## src/rtl/spi_frame_pkg.sv

```systemverilog
// spi_frame_pkg: frame field widths, FSM state codes and header packing shared with the slave side
package spi_frame_pkg;
  localparam int EXT_W = 3;
  localparam int REG_W = 3;
  localparam int DATA_W = 8;
  localparam int HDR_BITS = 8;
  localparam int GAP_BITS = 1;
  localparam logic [2:0] ST_IDLE = 3'd0;
  localparam logic [2:0] ST_HDR = 3'd1;
  localparam logic [2:0] ST_DATA = 3'd2;
  localparam logic [2:0] ST_GAP = 3'd3;
  localparam logic [2:0] ST_TAIL = 3'd4;
  // header bits after the R/W bit, packed so shifting right emits ext[0] first
  typedef struct packed {
    logic [REG_W-1:0] rg;
    logic rsv;
    logic [EXT_W-1:0] ext;
  } hdr_t;
  function automatic hdr_t mk_hdr(input logic [EXT_W-1:0] e, input logic [REG_W-1:0] r);
    return '{rg: r, rsv: 1'b0, ext: e};
  endfunction
endpackage

```

## src/rtl/spi_shift8.sv

```systemverilog
// spi_shift8: 8-bit parallel-load shift register with selectable MSB/LSB-first direction
module spi_shift8 (
  input  logic       sclk,
  input  logic       rst,
  input  logic       ld,
  input  logic [7:0] din,
  input  logic       sh,
  input  logic       msb_first,
  input  logic       sin,
  output logic [7:0] q
);
  always_ff @(posedge sclk) begin
    if (rst) q <= '0;
    else if (ld) q <= din;
    else if (sh) q <= msb_first ? {q[6:0], sin} : {sin, q[7:1]};
  end
endmodule

```

## src/rtl/spi_frame_master.sv

```systemverilog
// spi_frame_master: builds slave-bank frames on cs/mosi and collects one miso byte per data slot
module spi_frame_master
  import spi_frame_pkg::*;
#(
  parameter int LEN_W = 3,
  parameter int IDLE_MIN = 1
) (
  input  logic             sclk,
  input  logic             rst,
  input  logic             cmd_valid,
  output logic             cmd_ready,
  input  logic             cmd_wr,
  input  logic [2:0]       cmd_ext,
  input  logic [2:0]       cmd_reg,
  input  logic [LEN_W-1:0] cmd_len,
  input  logic             wd_valid,
  input  logic [7:0]       wd_data,
  output logic             wd_ready,
  output logic             rd_valid,
  output logic [7:0]       rd_data,
  output logic             done,
  output logic             err_nack,
  output logic             err_udr,
  output logic             cs,
  output logic             mosi,
  input  logic             miso,
  input  logic             miso_oe
);
  localparam int IW = $clog2(IDLE_MIN + 1);
  localparam logic [IW-1:0] IMIN = IW'(IDLE_MIN);
  logic [2:0] state, cnt, rcnt;
  logic [LEN_W-1:0] left;
  logic [HDR_BITS-2:0] hdr;
  logic [IW-1:0] idle_cnt, idle_nxt;
  logic [7:0] tx_q, rx_q, rx_nxt;
  logic wr, p1, p2, latch, take, rbit, tx_unused;
  always_comb begin
    latch = (state == ST_HDR && cnt == 3'(HDR_BITS - 2)) || state == ST_GAP;
    take = latch & wr & wd_valid;
    rbit = miso & miso_oe;
    rx_nxt = wr ? {rx_q[6:0], rbit} : {rbit, rx_q[7:1]};
    idle_nxt = idle_cnt == IMIN ? idle_cnt : idle_cnt + 1'b1;
  end
  assign tx_unused = ^tx_q[6:0];
  spi_shift8 u_tx (
    .sclk(sclk), .rst(rst), .ld(latch), .din(take ? wd_data : 8'h00),
    .sh(state == ST_DATA), .msb_first(1'b1), .sin(1'b0), .q(tx_q)
  );
  // miso lags the driving edge by two: p2 marks an edge that samples a data bit
  spi_shift8 u_rx (
    .sclk(sclk), .rst(rst), .ld(1'b0), .din(8'h00),
    .sh(p2), .msb_first(wr), .sin(rbit), .q(rx_q)
  );
  always_ff @(posedge sclk) begin
    if (rst) begin
      state <= ST_IDLE;
      cnt <= '0;
      rcnt <= '0;
      left <= '0;
      hdr <= '0;
      idle_cnt <= '0;
      wr <= 1'b0;
      p1 <= 1'b0;
      p2 <= 1'b0;
      cs <= 1'b0;
      mosi <= 1'b0;
      cmd_ready <= 1'b0;
      wd_ready <= 1'b0;
      rd_valid <= 1'b0;
      rd_data <= '0;
      done <= 1'b0;
      err_nack <= 1'b0;
      err_udr <= 1'b0;
    end else begin
      wd_ready <= take;
      rd_valid <= 1'b0;
      done <= 1'b0;
      p1 <= state == ST_DATA;
      p2 <= p1;
      err_udr <= err_udr | (latch & wr & ~wd_valid);
      if (p2) begin
        rcnt <= rcnt + 1'b1;
        err_nack <= err_nack | ~miso_oe;
        if (rcnt == 3'd7) begin
          rd_valid <= 1'b1;
          rd_data <= rx_nxt;
        end
      end
      case (state)
        ST_IDLE: begin
          if (cmd_valid && cmd_ready) begin
            cs <= 1'b1;
            mosi <= cmd_wr;
            wr <= cmd_wr;
            hdr <= mk_hdr(cmd_ext, cmd_reg);
            left <= cmd_len;
            cnt <= '0;
            state <= ST_HDR;
            cmd_ready <= 1'b0;
            idle_cnt <= '0;
            err_nack <= 1'b0;
            err_udr <= 1'b0;
          end else begin
            idle_cnt <= idle_nxt;
            cmd_ready <= idle_nxt == IMIN;
          end
        end
        ST_HDR: begin
          mosi <= hdr[0];
          hdr <= hdr >> 1;
          cnt <= latch ? 3'd0 : cnt + 1'b1;
          if (latch) state <= ST_DATA;
        end
        ST_DATA: begin
          mosi <= tx_q[7];
          cnt <= cnt + 1'b1;
          if (cnt == 3'd7) begin
            state <= left == '0 ? ST_TAIL : ST_GAP;
            left <= left - 1'b1;
          end
        end
        ST_GAP: begin
          mosi <= 1'b0;
          state <= ST_DATA;
        end
        ST_TAIL: begin
          // first edge drops cs, second takes the held last miso bit and ends the frame
          cs <= 1'b0;
          mosi <= 1'b0;
          cnt <= cnt + 1'b1;
          if (cnt[0]) begin
            done <= 1'b1;
            state <= ST_IDLE;
            idle_cnt <= '0;
            cnt <= '0;
          end
        end
        default: state <= ST_IDLE;
      endcase
    end
  end
endmodule

```

## config.mk

```make
export PLATFORM = sky130hd
export DESIGN_NAME = spi_frame_master
export DESIGN_NICKNAME = d
export VERILOG_FILES = /design/src/rtl/spi_frame_pkg.sv /design/src/rtl/spi_shift8.sv /design/src/rtl/spi_frame_master.sv
export SDC_FILE = /design/constraint.sdc
export NUM_CORES = 1
export LEC_CHECK = 0
export CAP_MARGIN = 20
export CORE_MARGIN = 1.5
export CORE_UTILIZATION = 55
export CTS_BUF_LIST = sky130_fd_sc_hd__clkbuf_8
export CTS_CLUSTER_DIAMETER = 100
export DETAILED_ROUTE_END_ITERATION = 8
export PLACE_DENSITY = 0.82
export SLEW_MARGIN = 10
export SYNTH_ARGS = -nofsm -noshare
export SYNTH_HDL_FRONTEND = slang
export SYNTH_SLANG_ARGS = --single-unit
```

## constraint.sdc

```tcl
create_clock -name sclk -period 2.26 [get_ports sclk]
set_clock_uncertainty 0.15 [all_clocks]
set_input_delay 0.226 -clock sclk [delete_from_list [all_inputs] [get_ports sclk]]
set_output_delay 0.226 -clock sclk [all_outputs]
set_load 0.1 [all_outputs]
```

# After elaboration in Yosys (flattened, before gate mapping)
# Cells that the tools add are included.
# totals
reg_bits	55
inputBits	24
out_inout_bits	16
word_cells	102
# op_classes
addsub	4
eq_ne	11
n_mux	34
bitwise_logic	10
n_reduce_logical	23
# ops
cell	count
two-way mux 8 bit	4
two-way mux 3 bit	10
case mux 3 bit (5 select lines)	1
case mux 7 bit (2 select lines)	1
AND reduction 2 bit	7
equality test 3 bit (second input constant)	4
two-way mux 1 bit	12
case mux 3 bit (4 select lines)	1
!= test 2 bit (second input constant)	4
nonzero test 2 bit	4
nonzero test 4 bit	2
two-way mux 7 bit	1
adder 3 x 1 -> 3 bit (second input constant)	2
equality test 3 x 2 -> 1 bit (second input constant)	2
zero test 3 bit	2
case mux 3 bit (2 select lines)	1
OR reduction 2 bit	3
AND 1 bit	4
inverter 1 bit	4
case mux 1 bit (2 select lines)	2
case mux 1 bit (4 select lines)	1
AND reduction 4 bit	1
equality test 3 x 1 -> 1 bit (second input constant)	1
AND reduction 3 bit	1
other kinds (5)	7

# Depth between registers and ports, before layout
# depth
ltp_word	8
ltp_mapped	7
mapped_depth_nobuf	6

# By module
# Synthesis repeated with hierarchy kept, for this count alone.
# unflattened
hier_cells	309
area_unflattened_um2	2987.9
# by_module_without_submodules
mod	instances	cells_each	area_per_inst_um2	seq_area_each_um2
spi_frame_master	1	219	2024.4	760.7
spi_shift8	2	45	481.7	160.2

# Worst setup path after synthesis
# OpenSTA, ideal clock, no wires.
# synth_timing
path_kind	flip-flop to flip-flop
from	reg cmd_ready
to	reg hdr[6]
setup_time_ns	0.131
t_arrival_ns	1.818
slack_ns	0.160
stages_incl_launch_ff	5
n_path_buf	0
synth_period_minus_slack_ns	2.100
cell_sequence	dfxtp_1 > nand2_1 > nor3_4 > mux2i_1 > nor3_2
# synth_between
elab_chain_len	3
# synth_lines
element	line	source
from (decl)	spi_frame_master.sv:11	output logic cmd_ready,
from (signal assigned)	spi_frame_master.sv:67	cmd_ready <= 1'b0;
from (signal assigned)	spi_frame_master.sv:99	cmd_ready <= 1'b0;
from (signal assigned)	spi_frame_master.sv:105	cmd_ready <= idle_nxt == IMIN;
logical AND 1 bit	spi_frame_master.sv:91	if (cmd_valid && cmd_ready) begin
!= test 2 bit (no line)	n/a	
AND reduction 2 bit (no line)	n/a	
to (signal assigned)	spi_frame_master.sv:95	hdr <= mk_hdr(cmd_ext, cmd_reg);
to (signal assigned)	spi_frame_master.sv:110	hdr <= hdr >> 1;
to (decl)	spi_frame_master.sv:33	logic [HDR_BITS-2:0] hdr;
# Every way passes these cells.
# A chain may end at the register's enable or synchronous reset.

# Worst setup path after layout
# layout_timing
from	reg cnt[0]
to	reg u_tx.q[3]
# layout_between
elab_chain_len	7
elab_cells_between_ends	8
# layout_lines
element	line	source
from (decl)	spi_frame_master.sv:31	logic [2:0] state, cnt, rcnt;
from (signal assigned)	spi_frame_master.sv:111	cnt <= latch ? 3'd0 : cnt + 1'b1;
from (signal assigned)	spi_frame_master.sv:116	cnt <= cnt + 1'b1;
from (signal assigned)	spi_frame_master.sv:130	cnt <= cnt + 1'b1;
equality test 3 bit (*)	spi_frame_master.sv:38	latch = (state == ST_HDR && cnt == 3'(HDR_BITS - 2)) || state == ST_GAP;
logical AND 1 bit (*)	spi_frame_master.sv:38	
logical OR 1 bit (*)	spi_frame_master.sv:38	
AND 1 bit (2 in a row)	spi_frame_master.sv:39	take = latch & wr & wd_valid;
two-way mux 8 bit	spi_frame_master.sv:46	.sclk(sclk), .rst(rst), .ld(latch), .din(take ? wd_data : 8'h00),
two-way mux 8 bit	spi_shift8.sv:14	else if (ld) q <= din;
to (signal assigned)	spi_shift8.sv:14	
to (signal assigned)	spi_shift8.sv:15	else if (sh) q <= msb_first ? {q[6:0], sin} : {sin, q[7:1]};
to (decl)	spi_shift8.sv:10	output logic [7:0] q
# Every way passes the cells marked *; elsewhere a longest branch is shown, timed or not.

==> impl_metrics.xml <==
<?xml version="1.0" encoding="UTF-8"?>
<metrics>
  <group name="run_status">
    <metric name="status" unit="">finished, violations left</metric>
    <metric name="failed_checks" unit="">design-rule violations</metric>
  </group>
  <group name="synthesis">
    <metric name="synth_async_sr_flop_share" unit="">0</metric>
    <metric name="synth.ff_latch_count" unit="">54</metric>
    <metric name="ys.flop_type" unit="">dfxtp_1</metric>
    <metric name="synth_cells" unit="">284</metric>
    <metric name="synth_enable_flop_cells" unit="">0</metric>
    <metric name="synth-warning-count" unit="">0</metric>
    <metric name="yosys.cell_types.count" unit="">50</metric>
    <metric name="synth_fp_nets" unit="">315</metric>
    <metric name="synthesis.area_per_instance" unit="um2">9.168</metric>
    <metric name="yosysSeqAreaShare" unit="">0.4152</metric>
    <metric name="post_synth_instance_area" unit="um2">2604</metric>
  </group>
  <group name="floorplan">
    <metric name="floorplan.io_pins" unit="">40</metric>
    <metric name="chipHeight" unit="um">71.81</metric>
    <metric name="dieWidth" unit="um">71.81</metric>
    <metric name="design.die.area" unit="um2">5156</metric>
    <metric name="fp.coreArea" unit="um2">4444</metric>
    <metric name="start_util" unit="">0.5859</metric>
    <metric name="std_cell_rows" unit="">24</metric>
  </group>
  <group name="routing">
    <metric name="postRouteAntennaNets" unit="">0</metric>
    <metric name="totalWireLength" unit="um">5035</metric>
    <metric name="drt_first_iter_violations" unit="">211</metric>
    <metric name="detail_route.vias_per_cell" unit="">5.596</metric>
    <metric name="1st_pass_router_iterations" unit="">6</metric>
    <metric name="route.vias.total" unit="">2104</metric>
    <metric name="post_drt_wl_per_cell" unit="um">13.39</metric>
    <metric name="drt_drc_violations_left" unit="">5</metric>
  </group>
  <group name="finish">
    <metric name="utilization" unit="">0.7007</metric>
    <metric name="area_grow_syn2layout" unit="%">19.61</metric>
    <metric name="nets" unit="">354</metric>
    <metric name="mostFrequentLayoutCell" unit="">dfxtp_1</metric>
    <metric name="post_route_cells_drive_above_1_share" unit="">0.1667</metric>
    <metric name="final_cell_mix" unit="">dfxtp_1 (54), nor2_1 (43), buf_4 (27), a211oi_1 (24), clkdlybuf4s50_1 (22)</metric>
    <metric name="antenna_cells" unit="">0</metric>
  </group>
  <group name="worst_setup_path">
    <metric name="r2r.worst_path.cells" unit="">6</metric>
    <metric name="crit_end" unit="">u_tx.q[3]</metric>
    <metric name="cp.arrival" unit="ns">2.00</metric>
    <metric name="start_kind" unit="">register</metric>
    <metric name="r2r-end" unit="">u_tx.q[3]</metric>
    <metric name="startpoint_of_the_worst_register_to_register_path" unit="">cnt[0]</metric>
    <metric name="crit_start" unit="">cnt[0]</metric>
    <metric name="timing.critical_path.required" unit="ns">2.31</metric>
    <metric name="worst-r2r-setup-slack" unit="ns">0.31</metric>
    <metric name="critPathCaptureType" unit="">register</metric>
    <metric name="critical_path_peak_fanout" unit="">8</metric>
    <metric name="criticalPathCategory" unit="">reg2reg</metric>
  </group>
  <group name="worst_hold_path">
    <metric name="worst_hold_path.num_cells" unit="">2</metric>
    <metric name="type_of_the_tightest_min_delay_check" unit="">in2reg</metric>
  </group>
  <group name="sta">
    <metric name="setup_viol" unit="">0</metric>
    <metric name="period_share" unit="">0.8635</metric>
    <metric name="rsz0062_at_grt" unit="">false</metric>
    <metric name="timing.final.crit_period" unit="ns">1.951</metric>
    <metric name="slew_violations" unit="">0</metric>
    <metric name="tightestPinTransition" unit="ns">0.6230</metric>
    <metric name="max_freq" unit="GHz">0.5125</metric>
    <metric name="report.final.hold_viol_count" unit="">0</metric>
    <metric name="worst_slew_margin_rel" unit="">0.5841</metric>
    <metric name="timing.setup.tns" unit="ns">0</metric>
  </group>
  <group name="cts">
    <metric name="hold_bufs_inserted_after_cts" unit="">0</metric>
    <metric name="cts.sink_count" unit="">54</metric>
    <metric name="tritoncts_clock_tree" unit="">done</metric>
    <metric name="clk_root_buffer_cell" unit="">clkbuf_8</metric>
    <metric name="clk_pin_slew" unit="ns">0.10</metric>
    <metric name="cts_max_path_buffers" unit="">2</metric>
    <metric name="cts.repair_timing.setup_buffer_count" unit="">0</metric>
    <metric name="cts_made_buffers" unit="">5</metric>
    <metric name="cts.repair.resized" unit="">0</metric>
    <metric name="clk-insertion-delay-late" unit="ns">0.30</metric>
    <metric name="htree_num_levels" unit="">2</metric>
  </group>
  <group name="job">
    <metric name="max-cap-violations" unit="">0</metric>
  </group>
  <group name="placed_design">
    <metric name="place.port_buffers" unit="">39</metric>
    <metric name="finalWeightedCongestion" unit="">0.8190</metric>
    <metric name="place.detailed.hpwl" unit="um">3612</metric>
  </group>
  <group name="grt">
    <metric name="grt_start_max_net_pins" unit="">22</metric>
    <metric name="antenna_found_initial" unit="">0</metric>
    <metric name="grt_first_pass_wirelength" unit="um">8562</metric>
    <metric name="grt.overflow.total" unit="">0</metric>
    <metric name="via_count_of_the_first_global_routing_pass" unit="">1906</metric>
    <metric name="total_routing_usage_gr" unit="">0.2060</metric>
  </group>
  <group name="pwr">
    <metric name="p_per_cell_area" unit="nW/um2">637.3</metric>
    <metric name="worst_ir_drop_vdd" unit="V">0.0003809</metric>
    <metric name="power.static_leakage" unit="nW">1.135</metric>
  </group>
</metrics>
[report_power, final]
part / internal (W) / leakage, nW / switching, W / total (W)
clock network: 0.000338 / 0.0563 / 0.000325 / 0.000663
registers: 0.000985 / 0.438 / 0.0000330 / 0.00102
logic: 0.000129 / 0.641 / 0.000175 / 0.000304
total: 0.00145 / 1.14 / 0.000533 / 0.00198
[layer usage]
| metal | vias up | track usage | wire (um) |
|---|---|---|---|
| met1 | 951 | 0.3000 | 2541 |
| li1 | 1093 | - | - |
| met5 | - | 0 | 0 |
| met2 | 56 | 0.3107 | 2175 |
| met4 | 0 | 0.06709 | 41 |
| met3 | 4 | 0.03516 | 277 |
[stage by stage]
| step | total power, W | setup slack [ns] | std cells | hold WS [ns] | area (um2) |
|---|---|---|---|---|---|
| after floorplan | 0.001255 | 0.1603 | 284 | 0.2149 | 2604 |
| after global placement | 0.001336 | 0.4258 | 368 | 0.2719 | 2997 |
| after detailed placement | 0.001342 | 0.3190 | 368 | 0.3018 | 2997 |
| after CTS | 0.002004 | 0.3096 | 376 | 0.1974 | 3114 |
| after global routing | 0.002078 | 0.1345 | 376 | 0.2217 | 3114 |
| final | 0.001985 | 0.3086 | 376 | 0.2027 | 3114 |
[sequential cells by signal, indices dropped and copies added (netlist names)]
| register | flops |
|---|---|
| cmd_ready | 1 |
| cnt | 3 |
| cs | 1 |
| done | 1 |
| err_nack | 1 |
| err_udr | 1 |
| hdr | 7 |
| left | 3 |
| mosi | 1 |
| p1 | 1 |
| p2 | 1 |
| rcnt | 3 |
| rd_data | 8 |
| rd_valid | 1 |
| state | 3 |
| u_rx.q | 8 |
| u_tx.q | 8 |
| wd_ready | 1 |
| wr | 1 |
[synthesized netlist by cell type (2+ instances only)]
| master | count | area, um2 |
|---|---|---|
| dfxtp_1 | 54 | 1081 |
| and2_1 | 3 | 18.77 |
| nor3_1 | 15 | 75.07 |
| a31oi_1 | 2 | 12.51 |
| nor4_1 | 2 | 12.51 |
| nor3_4 | 2 | 32.53 |
| ha_1 | 7 | 87.58 |
| nand2b_4 | 2 | 27.53 |
| clkbuf_1 | 6 | 22.52 |
| a221oi_1 | 7 | 61.31 |
| o21ai_0 | 12 | 60.06 |
| buf_2 | 5 | 25.02 |
| inv_1 | 15 | 56.30 |
| nor3_2 | 2 | 20.02 |
| nor2_1 | 43 | 161.4 |
| buf_6 | 3 | 33.78 |
| buf_1 | 3 | 11.26 |
| o21ai_1 | 3 | 15.01 |
| nand2_1 | 8 | 30.03 |
| nor2b_1 | 4 | 25.02 |
| mux2i_1 | 17 | 170.2 |
| a21oi_1 | 12 | 60.06 |
| and3b_1 | 2 | 17.52 |
| nand2b_1 | 6 | 37.54 |
| a211oi_1 | 24 | 180.2 |
[worst max-delay path, cell delays in order (launching register included)]
cell and delay [ns]:
dfxtp_1 0.44, inv_1 0.12, ha_1 0.25, a21oi_1 0.35, nor3_4 0.12, a221oi_1 0.33
nor3_1 0.08
[area by class of cell]
| cell class | instances | area (um2) |
|---|---|---|
| inverters | 16 | 60.06 |
| multi-input cells | 196 | 1363 |
| flip-flops and latches | 54 | 1081 |
| repair buffers | 50 | 427.9 |
| clock buffers | 5 | 68.82 |
| clock inverters | 3 | 48.80 |
| fillers | 345 | 1330 |
| well taps | 52 | 65.06 |
[cells by family (layout without fill, tap and decap cells)]
logic type      after synthesis  count (layout)  share of synthesized area
compound gates               71              71                     0.2023
xor+xnor                      1               1                   0.003364
fa+ha+maj                     8               8                    0.03748
buf+inv                      34              74                    0.06150
flops                        54              54                     0.4152
mux                          17              17                    0.06535
simple gates                 99              99                     0.2148
[how the worst min path moves through the flow]
stage	from	to	slack (ns)
floorplan	wd_data[0]	u_tx.q[0]	0.21
global placement	p1	p2	0.27
detailed placement	hdr[4]	hdr[3]	0.30
CTS	rst	hdr[3]	0.20
global route	rst	left[2]	0.22
finish	rst	left[2]	0.20
No activity file was read; power rests on OpenSTA's default activity.
